--- config.mk ---
export PLATFORM = sky130hd
export DESIGN_NAME = sobel_ctrl_flat
export DESIGN_NICKNAME = d
export VERILOG_FILES = /design/src/rtl/sobel_ctrl_if.sv /design/src/rtl/sobel_ctrl.sv /design/src/flat_wrapper.sv
export SDC_FILE = /design/constraint.sdc
export NUM_CORES = 1
export LEC_CHECK = 0
export CAP_MARGIN = 10
export CORE_MARGIN = 5
export CORE_UTILIZATION = 35
export DETAILED_ROUTE_END_ITERATION = 6
export GPL_TIMING_DRIVEN = 1
export PLACE_DENSITY_LB_ADDON = 0.25
export SLEW_MARGIN = 20
export SYNTH_ARGS = -nofsm -noshare
export SYNTH_HDL_FRONTEND = slang
export SYNTH_SLANG_ARGS = --single-unit
--- constraint.sdc ---
create_clock -name clk -period 2.05 [get_ports clk]
set_clock_uncertainty 0.1 [all_clocks]
set_input_delay 0.3075 -clock clk [delete_from_list [all_inputs] [get_ports clk]]
set_output_delay 0.3075 -clock clk [all_outputs]
set_load 0.05 [all_outputs]
--- src/rtl/sobel_ctrl_if.sv ---
// Video timing bundle for the Sobel sequencing controller:
// raw dv/hs/vs in, control strobes, indices and re-aligned timing out.
interface sobel_ctrl_if #(
    parameter int CNT_W = 12
);
    logic             dv_i;
    logic             hs_i;
    logic             vs_i;
    logic             line_end_o;
    logic             win_valid_o;
    logic             border_o;
    logic [CNT_W-1:0] x_o;
    logic [CNT_W-1:0] y_o;
    logic [CNT_W-1:0] width_o;
    logic             err_o;
    logic [1:0]       state_o;
    logic             dv_o;
    logic             hs_o;
    logic             vs_o;

    modport master (
        output dv_i, hs_i, vs_i,
        input  line_end_o, win_valid_o, border_o, x_o, y_o, width_o,
               err_o, state_o, dv_o, hs_o, vs_o
    );

    modport slave (
        input  dv_i, hs_i, vs_i,
        output line_end_o, win_valid_o, border_o, x_o, y_o, width_o,
               err_o, state_o, dv_o, hs_o, vs_o
    );
endinterface

--- src/rtl/sobel_ctrl.sv ---
// Sobel path sequencer: tracks column/row from dv/vs, strobes line ends to
// the line buffer, decides when a full 3x3 window exists and re-times
// dv/hs/vs to the datapath latency.
//
// state | meaning
// IDLE  | no frame start seen since reset; dv ignored
// PRIME | lines 0 and 1 of a frame are filling the line buffer
// RUN   | three lines available; window valid from column 2 onward
module sobel_ctrl #(
    parameter int CNT_W   = 12,
    parameter int LATENCY = 4
) (
    input logic          clk,
    input logic          rst,
    sobel_ctrl_if.slave  bus
);
    typedef enum logic [1:0] {
        S_IDLE  = 2'd0,
        S_PRIME = 2'd1,
        S_RUN   = 2'd2
    } state_t;

    localparam logic [CNT_W-1:0] C_MAX = '1;
    localparam logic [CNT_W-1:0] C_TWO = CNT_W'(2);

    state_t           r_state;
    state_t           w_state_nxt;
    logic             r_dv_q;
    logic             r_vs_q;
    logic             w_fs;
    logic             w_le;
    logic             w_active;
    logic             w_line_end;
    logic             w_win;
    logic             w_border;
    logic [CNT_W-1:0] r_x;
    logic [CNT_W-1:0] r_y;
    logic [CNT_W-1:0] r_x_o;
    logic [CNT_W-1:0] r_y_o;
    logic [CNT_W-1:0] r_width;
    logic             r_err;
    logic             r_line_end;
    logic             r_win;
    logic             r_border;
    logic [2:0]       r_dly [LATENCY];

    assign w_fs     = bus.vs_i & ~r_vs_q;
    assign w_le     = ~bus.dv_i & r_dv_q;
    assign w_active = (r_state != S_IDLE);

    // State register
    always_ff @(posedge clk) begin
        if (rst) r_state <= S_IDLE;
        else     r_state <= w_state_nxt;
    end

    // Next state: frame start restarts priming; second line end enters RUN
    always_comb begin
        w_state_nxt = r_state;
        if (w_fs) begin
            w_state_nxt = S_PRIME;
        end else begin
            case (r_state)
                S_PRIME: if (w_le && (r_y != '0)) w_state_nxt = S_RUN;
                default: w_state_nxt = r_state;
            endcase
        end
    end

    // Per-pixel strobes; a frame-start pixel never completes a window
    always_comb begin
        w_line_end = w_le & w_active;
        w_win      = (r_state == S_RUN) & bus.dv_i & ~w_fs & (r_x >= C_TWO);
        w_border   = (r_state == S_RUN) & bus.dv_i & ~w_fs & (r_x <  C_TWO);
    end

    // Counters, width measurement, error flag and registered strobes
    always_ff @(posedge clk) begin
        if (rst) begin
            r_dv_q     <= 1'b0;
            r_vs_q     <= 1'b0;
            r_line_end <= 1'b0;
            r_win      <= 1'b0;
            r_border   <= 1'b0;
            r_x        <= '0;
            r_y        <= '0;
            r_x_o      <= '0;
            r_y_o      <= '0;
            r_width    <= '0;
            r_err      <= 1'b0;
        end else begin
            r_dv_q     <= bus.dv_i;
            r_vs_q     <= bus.vs_i;
            r_line_end <= w_line_end;
            r_win      <= w_win;
            r_border   <= w_border;
            if (w_fs) begin
                r_x   <= '0;
                r_y   <= '0;
                r_err <= 1'b0;
                if (bus.dv_i) begin
                    r_x_o <= '0;
                    r_y_o <= '0;
                end
            end else if (w_active) begin
                if (bus.dv_i) begin
                    r_x_o <= r_x;
                    r_y_o <= r_y;
                    if (r_x != C_MAX) r_x <= r_x + 1'b1;
                end
                if (w_le) begin
                    r_x <= '0;
                    if (r_y != C_MAX) r_y <= r_y + 1'b1;
                    if (r_y == '0)            r_width <= r_x;
                    else if (r_x != r_width)  r_err   <= 1'b1;
                end
            end
        end
    end

    // Timing re-alignment, free-running regardless of controller state
    always_ff @(posedge clk) begin
        if (rst) begin
            for (int i = 0; i < LATENCY; i++) r_dly[i] <= 3'b000;
        end else begin
            r_dly[0] <= {bus.dv_i, bus.hs_i, bus.vs_i};
            for (int i = 1; i < LATENCY; i++) r_dly[i] <= r_dly[i-1];
        end
    end

    assign bus.line_end_o  = r_line_end;
    assign bus.win_valid_o = r_win;
    assign bus.border_o    = r_border;
    assign bus.x_o         = r_x_o;
    assign bus.y_o         = r_y_o;
    assign bus.width_o     = r_width;
    assign bus.err_o       = r_err;
    assign bus.state_o     = r_state;
    assign bus.dv_o        = r_dly[LATENCY-1][2];
    assign bus.hs_o        = r_dly[LATENCY-1][1];
    assign bus.vs_o        = r_dly[LATENCY-1][0];
endmodule

--- src/flat_wrapper.sv ---
// flat-port wrapper written by rule: the top's interface ports become plain ports
module sobel_ctrl_flat 
#(
    parameter int CNT_W   = 12,
    parameter int LATENCY = 4
)
  (clk, rst, bus_dv_i, bus_hs_i, bus_vs_i, bus_line_end_o, bus_win_valid_o, bus_border_o, bus_x_o, bus_y_o, bus_width_o, bus_err_o, bus_state_o, bus_dv_o, bus_hs_o, bus_vs_o);
  sobel_ctrl_if #(.CNT_W(CNT_W)) bus_i ();
  input logic clk;
  input logic rst;
  input wire logic [$bits(bus_i.dv_i)-1:0] bus_dv_i;
  input wire logic [$bits(bus_i.hs_i)-1:0] bus_hs_i;
  input wire logic [$bits(bus_i.vs_i)-1:0] bus_vs_i;
  output wire logic [$bits(bus_i.line_end_o)-1:0] bus_line_end_o;
  output wire logic [$bits(bus_i.win_valid_o)-1:0] bus_win_valid_o;
  output wire logic [$bits(bus_i.border_o)-1:0] bus_border_o;
  output wire logic [$bits(bus_i.x_o)-1:0] bus_x_o;
  output wire logic [$bits(bus_i.y_o)-1:0] bus_y_o;
  output wire logic [$bits(bus_i.width_o)-1:0] bus_width_o;
  output wire logic [$bits(bus_i.err_o)-1:0] bus_err_o;
  output wire logic [$bits(bus_i.state_o)-1:0] bus_state_o;
  output wire logic [$bits(bus_i.dv_o)-1:0] bus_dv_o;
  output wire logic [$bits(bus_i.hs_o)-1:0] bus_hs_o;
  output wire logic [$bits(bus_i.vs_o)-1:0] bus_vs_o;
  assign bus_i.dv_i = bus_dv_i;
  assign bus_i.hs_i = bus_hs_i;
  assign bus_i.vs_i = bus_vs_i;
  assign bus_line_end_o = bus_i.line_end_o;
  assign bus_win_valid_o = bus_i.win_valid_o;
  assign bus_border_o = bus_i.border_o;
  assign bus_x_o = bus_i.x_o;
  assign bus_y_o = bus_i.y_o;
  assign bus_width_o = bus_i.width_o;
  assign bus_err_o = bus_i.err_o;
  assign bus_state_o = bus_i.state_o;
  assign bus_dv_o = bus_i.dv_o;
  assign bus_hs_o = bus_i.hs_o;
  assign bus_vs_o = bus_i.vs_o;
  sobel_ctrl #(.CNT_W(CNT_W), .LATENCY(LATENCY)) u_core (.clk(clk), .rst(rst), .bus(bus_i));
endmodule
* Word-level counts from Yosys, hierarchy flattened
Memory sizes are Yosys's and may differ from the RTL's.
Cells that the tools add are included.
** Operators by class
- Add/subtract/negate cells :: 2
- Order comparisons :: 2
- Equal/unequal tests :: 7
- Mux-type cells :: 20
- Bitwise operators :: 15
- Reductions and logical operators :: 17
** Operators with widths (number)
- $mux W12 :: 10
- $add A12 B1 Y12 const B :: 2
- $ne A12 B12 Y1 const B :: 2
- $ge A12 B2 Y1 const B :: 1
- $logic_not A12 Y1 :: 1
- $lt A12 B2 Y1 const B :: 1
- $mux W3 :: 4
- $ne A12 B12 Y1 :: 1
- $reduce_bool A12 Y1 :: 1
- $reduce_bool A2 Y1 :: 6
- $reduce_and A3 Y1 :: 3
- $reduce_and A4 Y1 :: 2
- $and A1 B1 Y1 :: 7
- $mux W1 :: 6
- $ne A2 B2 Y1 const B :: 2
- $not A1 Y1 :: 4
- $or A1 B1 Y1 :: 4
- $reduce_and A2 Y1 :: 2
- $eq A2 B1 Y1 const B :: 1
- $eq A2 B2 Y1 const B :: 1
- $reduce_or A2 Y1 :: 1
- $logic_and A1 B1 Y1 :: 1
** Word-level totals
- Flip-flop bits (word level) :: 68
- RAM bits :: 12
- Input bits :: 5
- Output and inout bits :: 45
- Logic and storage cells :: 77
- Memories :: 1
** Memories
- u_core.r_dly :: depth 4, width 3, rd ports 4, clocked after Yosys merged registers in 0, write ports 4, RTL line sobel_ctrl.sv:45 : logic [2:0] r_dly [LATENCY];

* Depth between registers and ports, before layout
Gate-level depths: netlist (run 1).
- Depth after elaboration :: 6
- Gate-level depth with buffers :: 8
- Gate-level depth less buffers :: 6

* Least setup slack after synthesis (run 1)
Ideal clock, no wire load.
- Kind :: reg-to-reg
- Start :: register u_core.r_state[0] (netlist: u_core.bus.state_o[0])
- End :: register u_core.r_y[5]
- Setup time :: 0.070 ns
- Data arrival time :: 1.746 ns
- Required time :: 1.880 ns
- Path slack :: 0.133 ns
- Cell stages (with the launch flop) :: 6
- Path buffers :: 1
- Clock period less this slack :: 1.917 ns
- Path through :: dfxtp_1 -> or2_1 -> buf_4 -> nand3_4 -> or4_1 -> a21oi_1
** Between the ends
- Word-level cells in the longest chain between the ends :: 2
** Ends and longest elaborated chain
- start: declaration :: RTL line sobel_ctrl.sv:26 : state_t r_state;
- start signal: assignment :: RTL line sobel_ctrl.sv:54 : else r_state <= w_state_nxt;
- $reduce_bool A2 Y1 :: RTL line sobel_ctrl.sv:49 : assign w_active = (r_state != S_IDLE);
- $reduce_and A3 Y1 (no source line)
- end signal: assignment :: RTL line sobel_ctrl.sv:113 : if (r_y != C_MAX) r_y <= r_y + 1'b1;
- end: declaration :: RTL line sobel_ctrl.sv:37 : logic [CNT_W-1:0] r_y;
Every way passes these cells.
A chain may end at the register's enable or synchronous reset.

* Final worst setup path (run 1)
- Start :: register u_core.r_width[1] (netlist: u_core.bus.width_o[1])
- End :: output port bus_width_o[1]
** RTL lines
- start: declaration :: RTL line sobel_ctrl.sv:40 : logic [CNT_W-1:0] r_width;
- start signal: assignment :: RTL line sobel_ctrl.sv:114 : if (r_y == '0) r_width <= r_x;
- end: declaration :: RTL line flat_wrapper.sv:19 : output wire logic [$bits(bus_i.width_o)-1:0] bus_width_o;
No word-level cell between the ends.

==> flow_summary_export.csv, run 1 <==
group,metric,value,unit
layout,drive_gt1_share,17.6,%
placed_design,place_area,4320,um2
global_route,grt_max_degree,21,
floorplanning,io_pins,50,
global_route,grt_pass1_wl,16.2,mm
global_route,gr-usage-all-layers,17.3,%
synthesis,syn_inst,383,
synthesis,ys_ff_latch,78,
timing,grt_setup_unrepaired,"no",
worst_setup_path,crit_slowest_cell,"clkdlybuf4s50_1",
worst_setup_path,worstSetupPathType,"register to primary output",
routing,vias,3172,
worst_setup_path,crit_fanout,3,
synthesis,yosysSeqAreaShare,45.1,%
synthesis,synth.distinct_cells,50,
timing,tightestPinTransition,0.518,ns
global_route,antenna_found_initial,0,
timing,finalCriticalPeriod,1.99,ns
worst_setup_path,path_buf_inv,1,
routing,routedWlPerCell,16.3,um
worst_setup_path,cp.arrival,1.58,ns
min_path,hp-class,"register to register",
power_and_ir_drop,ir_drop,0.000314,V
job,drv_cap,0,
clocking,cts-hold-fix-buffers,0,
floorplanning,rows,36,
timing,finalSetupTns,0,ns
worst_setup_path,required,1.64,ns
placed_design,place_congestion,0.895,
timing,fin_ws,0.0606,ns
worst_setup_path,cp-end-kind,"primary output",
clocking,numClockSinks,78,
timing,timing.final.crit_share,97.0,%
run_status,outcome,"complete, no violations",
worst_setup_path,worstSetupStartpointType,"register",
timing,hold_viol_final,0,
worst_setup_path,worst-path-stages,1,
clocking,root_buffer,"clkbuf_8",
synthesis,netlist_area,3460,um2
worst_setup_path,cp_top_family,"buffers and inverters",
layout,fin_nets,469,
timing,setup_viol,0,
layout,area_delta_synth_final,31.4,%
routing,dr.pass1.iters,4,
floorplanning,core,9730,um2
routing,drtIter0Drc,177,
power_and_ir_drop,leakagePower,1.60,nW
routing,via_per_inst,5.30,
clocking,insertion_delay,0.35,ns
clocking,clk_path_buf_depth,2,
synthesis,syn_avg_cell_area,9.04,um2
timing,finalMaxSlewViolations,0,
routing,routed_wl,9.73,mm
layout,diodes,0,
floorplanning,start_util,35.6,%
floorplanning,die_area,12000,um2
worst_setup_path,worstPathCellList,"clkdlybuf4s50_1",
worst_setup_path,reg2reg_depth,4,
routing,drtAntennaViolNets,0,
timing,max_freq,0.503,GHz
worst_setup_path,crit_path_max_incr_delay,0.83,ns
power_and_ir_drop,power.total,2.99,mW
clocking,cts_tree,"yes",
clocking,cts_resized,0,
floorplanning,fp.dieW,109,um
global_route,grt_overflow,0,
clocking,cts.htree.levels,3,
clocking,postCtsSetupRepairBufs,0,
placed_design,place.port_buffers,49,
clocking,numCtsBuffers,9,
min_path,hold_depth,1,
global_route,grt_pass1_vias,3149,
floorplanning,die_h,109,um
synthesis,synth_warnings,0,
placed_design,post-place-ws,-0.101,ns
routing,drc,0,
power_and_ir_drop,power_density,658,nW/um2
layout,fin_area,4550,um2
placed_design,dpl.hpwl,7.11,mm
timing,maxSlewHeadroom,65.4,%
synthesis,syn_nets,392,
clocking,clk_pin_slew_worst_paths,0.08,ns
-- synthesized netlist by cell type, drive strengths merged --
cell type	n	area share [%]
clkbuf	11	1.2
and2	4	0.76
or3	4	0.72
a31o	2	0.51
mux2i	2	0.58
nor2b	13	2.6
or4	9	2.0
nor3b	1	0.22
nor3	12	2.0
o31ai	8	1.7
a211oi	1	0.22
o221a	3	0.98
nand2	23	2.6
and3	9	1.9
nand3	33	5.1
nand2b	3	0.54
a22o	15	3.8
ha	4	1.4
a31oi	6	1.1
inv	6	0.65
nand4	9	1.6
a21o	1	0.22
dfxtp	78	45
o22ai	1	0.18
and4	2	0.58
or2	2	0.36
a2111oi	2	0.87
nor2	10	1.1
a21oi	36	5.3
nor4	7	1.7
xnor2	12	3.0
o21ai	25	3.6
o41ai	2	0.51
o311ai	1	0.25
a32o	1	0.29
nor4b	2	0.51
buf	23	4.2
-- per-stage QoR --
stage	instances	hold slack, ns	util [%]
2_1_floorplan	383	0.314	-
3_3_place_gp	582	0.327	44.4
3_5_place_dp	582	0.327	44.4
4_1_cts	598	0.349	46.7
5_1_grt	598	0.375	46.7
6_report	598	0.350	46.7
-- registers in the layout (all words and copies together), names as in the netlist --
register                flops
u_core.bus.win_valid_o      1
u_core.r_y                 12
u_core.bus.width_o         12
u_core.bus.line_end_o       1
u_core.r_dly               12
u_core.bus.y_o             12
u_core.bus.x_o             12
u_core.bus.state_o          2
u_core.r_x                 12
u_core.bus.border_o         1
u_core.bus.err_o            1
-- layout make-up --
| type | instances | area, um2 |
|---|---|---|
| Timing Repair Buffer | 100 | 883 |
| Clock buffer | 9 | 124 |
| Clock inverter | 7 | 98.8 |
| Fill cell | 968 | 5180 |
| Tap cell | 133 | 166 |
| Inverter | 6 | 22.5 |
| Sequential cell | 78 | 1560 |
| Multi-Input combinational cell | 265 | 1690 |
-- metal layers --
layer	up-vias	track usage, %	wire, um
met3	12	2.82	506
met4	0	5.88	127
met1	1520	24.6	4730
met5	-	0	0
met2	80	26.5	4360
li1	1560	-	-
-- worst register-to-register path, cell delays in order (launching register included) --
cell and delay [ns]:
dfxtp_1 0.55, and4_1 0.38, nand3_1 0.10, or4_1 0.49, a21oi_1 0.18
-- worst paths after layout --
| kind | start | to | slack [ns] |
|---|---|---|---|
| setup reg to reg | u_core.r_x[2] | u_core.r_x[9] | 0.19 |
| hold / removal | u_core.r_dly[1][2] | u_core.r_dly[2][2] | 0.35 |
| hold reg to reg | u_core.r_dly[1][2] | u_core.r_dly[2][2] | 0.35 |
| setup / recovery | u_core.bus.width_o[1] | bus_width_o[1] | 0.06 |
-- cells by family after synthesis --
kind of cell             share of synthesized area [%]
AND/OR/NAND/NOR                                   24.3
AO/OA/AOI/OAI                                     19.6
flip-flops                                        45.1
buffers and inverters                             6.04
XOR/XNOR                                          3.04
adder cells (fa/ha/maj)                           1.45
multiplexers                                     0.578
-- cells in the final DEF (no fill, tap or decap), types with 6 or more instances in the layout --
cell and instances:
clkdlybuf4s50_1 46, o21ai_0 22, or4_1 9, nand2_1 22, nor2b_1 12, a31oi_1 6, nor4_1 6, clkbuf_8 9
xnor2_1 12, nand4_1 9, dfxtp_1 78, o31ai_1 8, inv_1 6, nand3_1 32, a22o_1 15, a21oi_1 35
and3_1 7, nor3_1 10, nor2_1 10, buf_4 52
-- power breakdown --
group / total [mW] / internal (mW) / switching (mW)
logic: 0.182 / 0.0700 / 0.112
registers: 1.53 / 1.52 / 0.00547
clock network: 1.28 / 0.689 / 0.593
No activity file was read; power rests on OpenSTA's default activity.
==> run 2, diff against run 1 <==
--- a/constraint.sdc
+++ b/constraint.sdc
@@ -4,2 +4,2 @@
 set_output_delay 0.3075 -clock clk [all_outputs]
-set_load 0.05 [all_outputs]
+set_load 0.1 [all_outputs]
==> flow_summary_export.csv, run 2 (synthesis gave the netlist of run 1 again) <==
group,metric,value,unit
floorplanning,io_pins,50,
layout,mostFrequentLayoutCell,"buf_4",
floorplanning,core,9730,um2
clocking,cts_tree,"yes",
routing,drc,0,
worst_setup_path,worstSetupPathType,"register to register",
clocking,cts.htree.levels,3,
timing,grt_setup_unrepaired,"no",
timing,hold_slack,0.342,ns
global_route,grt_pass1_vias,3126,
min_path,hold_end,"u_core.r_dly[3][0]",
power_and_ir_drop,ir_drop,0.000448,V
routing,routedWlPerCell,16.0,um
clocking,cts-hold-fix-buffers,0,
layout,fin_nets,466,
timing,setup_viol,0,
clocking,numClockSinks,78,
timing,max_freq,0.537,GHz
run_status,outcome,"complete, no violations",
floorplanning,fp.dieW,109,um
timing,finalCriticalPeriod,1.86,ns
layout,layout_common_cells,"buf_4, dfxtp_1, a21oi_1",
global_route,grt_pass1_wl,15.8,mm
routing,drtAntennaViolNets,0,
floorplanning,rows,36,
clocking,root_buffer,"clkbuf_8",
timing,hold_viol_final,0,
worst_setup_path,reg2reg_depth,5,
worst_setup_path,crit_slowest_cell,"or4_1",
global_route,gr-usage-all-layers,16.7,%
routing,dr.pass1.iters,5,
timing,maxSlewHeadroom,55.1,%
timing,timing.final.crit_share,90.8,%
global_route,antenna_found_initial,0,
layout,diodes,0,
worst_setup_path,worstSetupStartpointType,"register",
power_and_ir_drop,leakagePower,1.64,nW
clocking,insertion_delay,0.35,ns
min_path,hp-class,"register to register",
power_and_ir_drop,p_int,2.18,mW
worst_setup_path,path_buf_inv,0,
layout,final_cells,595,
worst_setup_path,reg2reg_setup_slack,0.19,ns
clocking,postCtsSetupRepairBufs,0,
clocking,numCtsBuffers,9,
placed_design,place_congestion,0.890,
worst_setup_path,r2r-end,"u_core.r_y[8]",
power_and_ir_drop,p_seq_share,52.9,%
routing,via_per_inst,5.32,
layout,drive_gt1_share,27.1,%
floorplanning,die_area,12000,um2
clocking,cts_resized,0,
min_path,hold_depth,1,
placed_design,place.port_buffers,49,
power_and_ir_drop,power_density,659,nW/um2
power_and_ir_drop,clkPwrFrac,40.6,%
worst_setup_path,required,2.24,ns
worst_setup_path,worstPathCellList,"ha_1 -> and3_4 -> nand2_1 -> or4_1 -> a21oi_1",
placed_design,dpl.hpwl,6.92,mm
placed_design,dp.cells,579,
worst_setup_path,crit_fanout,6,
layout,area_delta_synth_final,26.6,%
floorplanning,die_h,109,um
global_route,grt_max_degree,26,
timing,finalMaxSlewViolations,0,
worst_setup_path,cp.arrival,2.05,ns
clocking,clk_pin_slew_worst_paths,0.08,ns
routing,drtIter0Drc,205,
timing,tightestPinTransition,0.673,ns
routing,vias,3165,
worst_setup_path,r2r-start,"u_core.r_y[1]",
min_path,holdCritStartpoint,"u_core.r_dly[2][0]",
power_and_ir_drop,power.total,2.89,mW
power_and_ir_drop,power.switching,0.708,mW
worst_setup_path,cp-end-kind,"register",
worst_setup_path,crit_path_max_incr_delay,0.50,ns
power_and_ir_drop,power.combinational.fraction,6.5,%
floorplanning,start_util,35.6,%
job,drv_cap,0,
power_and_ir_drop,swShare,24.5,%
worst_setup_path,cp_top_family,"simple AND/OR/NAND/NOR gates",
global_route,grt_overflow,0,
clocking,clk_path_buf_depth,2,
routing,routed_wl,9.54,mm
## run 2: cell count changes in the layout (fill, tap and decap cells not counted), sizes merged
cell / change
clkbuf: +1
bufinv: -1
clkdlybuf4s50: -42
buf: +40
dlymetal6s2s: -1
## run 2: through the flow
| stage | setup TNS [ns] | util (%) | worst slack, ns | area (um2) |
|---|---|---|---|---|
| 6_report | 0 | 45.1 | 0.189 | 4380 |
| 5_1_grt | 0 | 45.1 | 0.0475 | 4380 |
| 4_1_cts | 0 | 45.0 | 0.109 | 4380 |
| 3_5_place_dp | -2.12 | 43.0 | -0.139 | 4180 |
| 3_3_place_gp | -1.40 | 43.0 | -0.0911 | 4180 |
| 2_1_floorplan | 0 | - | 0.156 | 3460 |
## run 2: how the worst max path moves through the flow
stage	startpoint	slack, ns	depth (start not counted)	to
floorplan	u_core.bus.state_o[1]	0.16	5	u_core.bus.x_o[0]
global placement	bus_vs_i	-0.09	5	u_core.bus.x_o[10]
detailed placement	bus_vs_i	-0.14	5	u_core.bus.y_o[6]
CTS	u_core.bus.state_o[1]	0.11	4	u_core.bus.y_o[2]
global route	u_core.r_y[1]	0.05	5	u_core.r_y[10]
finish	u_core.r_y[1]	0.19	5	u_core.r_y[8]
## run 2: area by class of cell
| type | instances | area, um2 |
|---|---|---|
| timing repair buffer | 97 | 738 |
| sequential | 78 | 1560 |
| multi-input combinational | 265 | 1690 |
| tap | 133 | 166 |
| fill | 985 | 5350 |
| inverter | 6 | 22.5 |
| clock buffer | 10 | 138 |
| clock inverter | 6 | 61.3 |
## run 2: metal layers
layer	global-route usage, %	wire length [um]	part of all wire (%)
met5	0	0	0
met4	5.25	133	1.4
met3	4.05	544	5.7
met2	24.8	4110	43
met1	23.8	4750	50
## run 2: worst reg2reg max path, stage by stage, from the launching register on
cell and delay, ns:
dfxtp_1 0.40, ha_1 0.29, and3_4 0.23, nand2_1 0.14, or4_1 0.50, a21oi_1 0.15
## run 2: power groups by stage
stage / Combinational, mW / Clock, mW / Sequential [mW]
final: 0.188 / 1.17 / 1.53
after global routing: 0.203 / 1.26 / 1.53
after CTS: 0.187 / 1.19 / 1.53
after detailed placement: 0.187 / 0 / 1.57
after global placement: 0.186 / 0 / 1.57
after floorplan: 0.0865 / 0 / 1.59
==> run 3, diff against run 2 <==
- PLACE_DENSITY: not set -> 0.62
- PLACE_DENSITY_LB_ADDON: 0.25 -> not set
- SLEW_MARGIN: 20 -> 15
==> flow_summary_export.csv, run 3 (synthesis gave the netlist of run 1 again) <==
group,metric,value,unit
worst_setup_path,crit_slowest_cell,"nor3_2",
worst_setup_path,crit_fanout,7,
layout,drive_gt1_share,25.4,%
global_route,gr-usage-all-layers,16.1,%
power_and_ir_drop,leakagePower,1.57,nW
power_and_ir_drop,ir_drop,0.000316,V
timing,finalCriticalPeriod,1.86,ns
routing,drtAntennaViolNets,0,
timing,hold_slack,0.345,ns
run_status,outcome,"complete, no violations",
power_and_ir_drop,power.switching,0.751,mW
layout,layout_common_cells,"buf_4, dfxtp_1, a21oi_1",
routing,routed_wl,9.35,mm
timing,tightestPinTransition,0.722,ns
worst_setup_path,cp.arrival,2.02,ns
power_and_ir_drop,power.combinational.fraction,6.3,%
power_and_ir_drop,clkPwrFrac,38.6,%
global_route,busiest_layer,"met2",
global_route,met2_usage,25.0,%
clocking,insertion_delay,0.36,ns
timing,timing.final.crit_share,91.0,%
job,drv_cap,0,
timing,maxSlewHeadroom,51.8,%
worst_setup_path,path_buf_inv,0,
timing,hold_viol_final,0,
clocking,cts_tree,"yes",
worst_setup_path,cp_top_family,"simple AND/OR/NAND/NOR gates",
placed_design,place_congestion,0.884,
power_and_ir_drop,p_int,2.03,mW
clocking,clk_path_buf_depth,2,
min_path,hold_depth,1,
global_route,grt_overflow,0,
floorplanning,die_area,12000,um2
worst_setup_path,required,2.21,ns
placed_design,post-place-ws,-0.186,ns
layout,final_util,44.1,%
routing,routedWlPerCell,16.0,um
global_route,grt_pass1_wl,15.2,mm
global_route,grt_util_met3,2.76,%
worst_setup_path,reg2reg_depth,5,
worst_setup_path,cp-end-kind,"register",
power_and_ir_drop,power_density,649,nW/um2
floorplanning,start_util,35.6,%
power_and_ir_drop,p_seq_share,55.1,%
routing,drtIter0Drc,166,
worst_setup_path,worst-path-stages,5,
layout,diodes,0,
min_path,hp-class,"register to register",
timing,grt_setup_unrepaired,"no",
clocking,numClockSinks,78,
floorplanning,core,9730,um2
routing,drc,0,
worst_setup_path,worstPathCellList,"ha_1 -> nand4_1 -> nor3_2 -> nor3b_1 -> o221a_1",
global_route,grt_pass1_vias,2966,
placed_design,place.port_buffers,49,
floorplanning,die_h,109,um
power_and_ir_drop,swShare,27.0,%
layout,fillerInstances,993,
layout,mostFrequentLayoutCell,"buf_4",
worst_setup_path,crit_path_max_incr_delay,0.46,ns
layout,regArea,1560,um2
clocking,numCtsBuffers,9,
clocking,cts.htree.levels,3,
placed_design,dpl.hpwl,6.79,mm
global_route,antenna_found_initial,0,
worst_setup_path,worstSetupStartpointType,"register",
routing,dr.pass1.iters,4,
worst_setup_path,worstSetupPathType,"register to register",
global_route,grt_max_degree,26,
layout,multi_input_comb_area,1690,um2
layout,fin_nets,456,
floorplanning,rows,36,
floorplanning,fp.dieW,109,um
global_route,use_met1,22.1,%
routing,via_per_inst,5.38,
floorplanning,io_pins,50,
clocking,clk_pin_slew_worst_paths,0.09,ns
routing,vias,3148,
timing,finalMaxSlewViolations,0,
layout,area_delta_synth_final,23.9,%
clocking,root_buffer,"clkbuf_8",
timing,setup_viol,0,
timing,max_freq,0.536,GHz
timing,fin_ws,0.185,ns
[run 3: cell types whose count changed in the layout (fill, tap and decap cells not counted), sizes merged]
cell and delta:
inv +2, clkbuf -1, clkinv -3, clkinvlp +3, buf -10, bufinv -1
[run 3: layout make-up]
class | instances | share of cell area (%)
flip-flops and latches | 78 | 36.5
repair buffers | 87 | 15.5
inverters | 6 | 0.525
multi-input cells | 265 | 39.5
clock inverters | 7 | 1.31
well taps | 133 | 3.88
clock buffers | 9 | 2.89
[run 3: through the flow]
step	cells	total power [mW]	cell area [um2]	setup TNS (ns)
after floorplan	383	1.67	3460	0
after global placement	569	1.74	4110	-1.79
after detailed placement	569	1.74	4110	-3.74
after CTS	585	2.80	4290	0
after global routing	585	2.87	4290	0
final	585	2.78	4290	0
[run 3: routing by layer]
layer / wire length [um] / vias to the layer above
li1: - / 1541
met1: 4530 / 1505
met2: 4300 / 92
met3: 393 / 10
met4: 130 / 0
met5: 0 / -
[run 3: worst reg2reg max path: stages, from the launching register on]
cell	delay (ns)
dfxtp_1	0.35
ha_1	0.25
nand4_1	0.25
nor3_2	0.46
nor3b_1	0.10
o221a_1	0.25
[run 3: repair_timing]
item / CTS / global route
resized for setup: 0 / 1
setup buffers: 0 / 0
setup endpoints to repair: 0 / 16
hold buffers: 0 / 0
[run 3: path summary, 6_finish.rpt]
check                     start                 end  slack [ns]
min          u_core.r_dly[1][0]  u_core.r_dly[2][0]        0.35
max               u_core.r_x[0]       u_core.r_x[2]        0.19
max reg2reg       u_core.r_x[0]       u_core.r_x[2]        0.19
min reg2reg  u_core.r_dly[1][0]  u_core.r_dly[2][0]        0.35
[run 3: power groups by stage]
stage	sequential [mW]	combinational [mW]	clock, mW
2_1_floorplan	1.59	0.0865	0
3_3_place_gp	1.57	0.174	0
3_5_place_dp	1.57	0.175	0
4_1_cts	1.53	0.175	1.09
5_1_grt	1.54	0.191	1.15
6_report	1.53	0.177	1.07
==> RTL change (flow settings as in run 1) <==
`LATENCY` is set to 4 in 2 places; all go to 8.
--- a/src/rtl/sobel_ctrl.sv
+++ b/src/rtl/sobel_ctrl.sv
@@ -10,3 +10,3 @@
     parameter int CNT_W   = 12,
-    parameter int LATENCY = 4
+    parameter int LATENCY = 8
 ) (
--- a/src/flat_wrapper.sv
+++ b/src/flat_wrapper.sv
@@ -4,3 +4,3 @@
     parameter int CNT_W   = 12,
-    parameter int LATENCY = 4
+    parameter int LATENCY = 8
 )
Check against the original RTL: not equivalent (Yosys sat finds a counterexample within 10 cycles, from zero or initial values and one cycle with rst high).
==> RTL change against run 1 <==
- sequential cell count increased by 12
- sequential power is 16% higher
- power up 1.8%
- via count is 11% lower
- synthesized area is 3.0% higher
- critical path depth unchanged
- cell area is 1.6% higher
- non-clock buffer count is 11 lower
- routed wire length decreased by 16%
- highest routed layer unchanged
- fmax shrank 0.14%
- first-iteration DRC count is 25% lower
- critical path type unchanged
- setup slack got worse by 2.8 ps
- cell count down 2.3%
==> RTL change: results (changes against run 1) <==
[run_status]
status=completed  ; unchanged

[power]
power_uw=3050  ; was 2990 µW
power.switching_uw=709  ; was 711 µW

[global_route]
met3_usage_pct=3.88  ; was 2.82%
grt_usage_pct=13.8  ; was 17.3%
use_met2_pct=22.7  ; was 26.5%
grt_pass1_wl_um=13900  ; was 16200 µm
grt_pass1_vias=2785  ; was 3149
grt_max_degree=39  ; was 21

[routing]
wl_um=8130  ; was 9730 µm
routed_via_density=4.83  ; was 5.30
first_iter_violations=132  ; was 177

[cells_and_area]
fin_nets=456  ; was 469
fillers=970  ; was 968
drive_above_1_share_pct=17.1  ; was 17.6%

[yosys]
muxShareOfSynthArea_pct=3.93  ; was 0.578%
synth-compound-area-share_pct=12.1  ; was 19.6%
synth.distinct_cells=45  ; was 50
synth_fa_ha_area_share_pct=1.40  ; was 1.45%
synth-seq-area-share_pct=50.5  ; was 45.1%
synthTopCellsByCount=dfxtp_1, nor2_1, nor2b_1, a22o_1, xor2_1  ; was dfxtp_1, a21oi_1, nand3_1, nand2_1, o21ai_0
syn_nets=382  ; was 392

[sta]
worst_pin_slew_ps=515  ; was 518 ps

[placed_design]
pre_cts_ws_ps=-150  ; was -101 ps
gp_congestion=0.870  ; was 0.895
hpwl_um=5890  ; was 7110 µm
postPlaceCellArea_um2=4370  ; was 4320 µm²

[cts]
htreeDepth=3  ; unchanged

RTL change: cell count changes in the layout (fill, tap and decap cells not counted), sizes merged, moves of 6 or more:
cell	before	now
nor2b	13	26
mux2i	2	14
o21ai	25	12
nand3	33	14
xnor2	12	4
xor2	0	18
buf	53	44
o31ai	8	2
or4	9	1
a21oi	36	16
nor2	10	51
dfxtp	78	90
nand2	23	17
RTL change: layout make-up:
class | count | share of cell area [%]
timing repair buffer | 89 | 17.8
multi-input combinational | 251 | 35.4
clock buffer | 12 | 3.36
inverter | 6 | 0.487
tap | 133 | 3.60
clock inverter | 3 | 0.325
sequential | 90 | 39.1
RTL change: per-layer routing:
layer / vias to the layer above / routed length (µm)
li1: 1430 / -
met1: 1310 / 3740
met2: 67 / 3840
met3: 13 / 462
met4: 0 / 93
met5: - / 0
RTL change: path summary, 6_finish.rpt:
| path | from | to | slack (ps) | depth (start not counted) |
|---|---|---|---|---|
| max | u_core.bus.width_o[5]$_SDFFE_PP0P_ | bus_width_o[5] | 60 | 1 |
| min | u_core.r_dly[0][19]$_SDFF_PP0_ | u_core.r_dly[0][22]$_SDFF_PP0_ | 340 | 1 |
| min reg2reg | u_core.r_dly[0][19]$_SDFF_PP0_ | u_core.r_dly[0][22]$_SDFF_PP0_ | 340 | 1 |
| max reg2reg | u_core.r_x[0]$_SDFFE_PP0P_ | u_core.r_x[11]$_SDFFE_PP0P_ | 70 | 6 |
RTL change: through the flow:
step	cells	TNS, ps	util, %
2_1_floorplan	373	0	-
3_3_place_gp	566	-3240	44.3
3_5_place_dp	566	-4080	44.3
4_1_cts	581	0	46.1
5_1_grt	584	-156	46.8
6_report	584	0	46.8
RTL change: timing repair:
action	4_1_cts	5_1_grt
hold endpoints to repair	0	0
setup endpoints to repair	0	19
buffers inserted	0	2
resized for setup	0	8
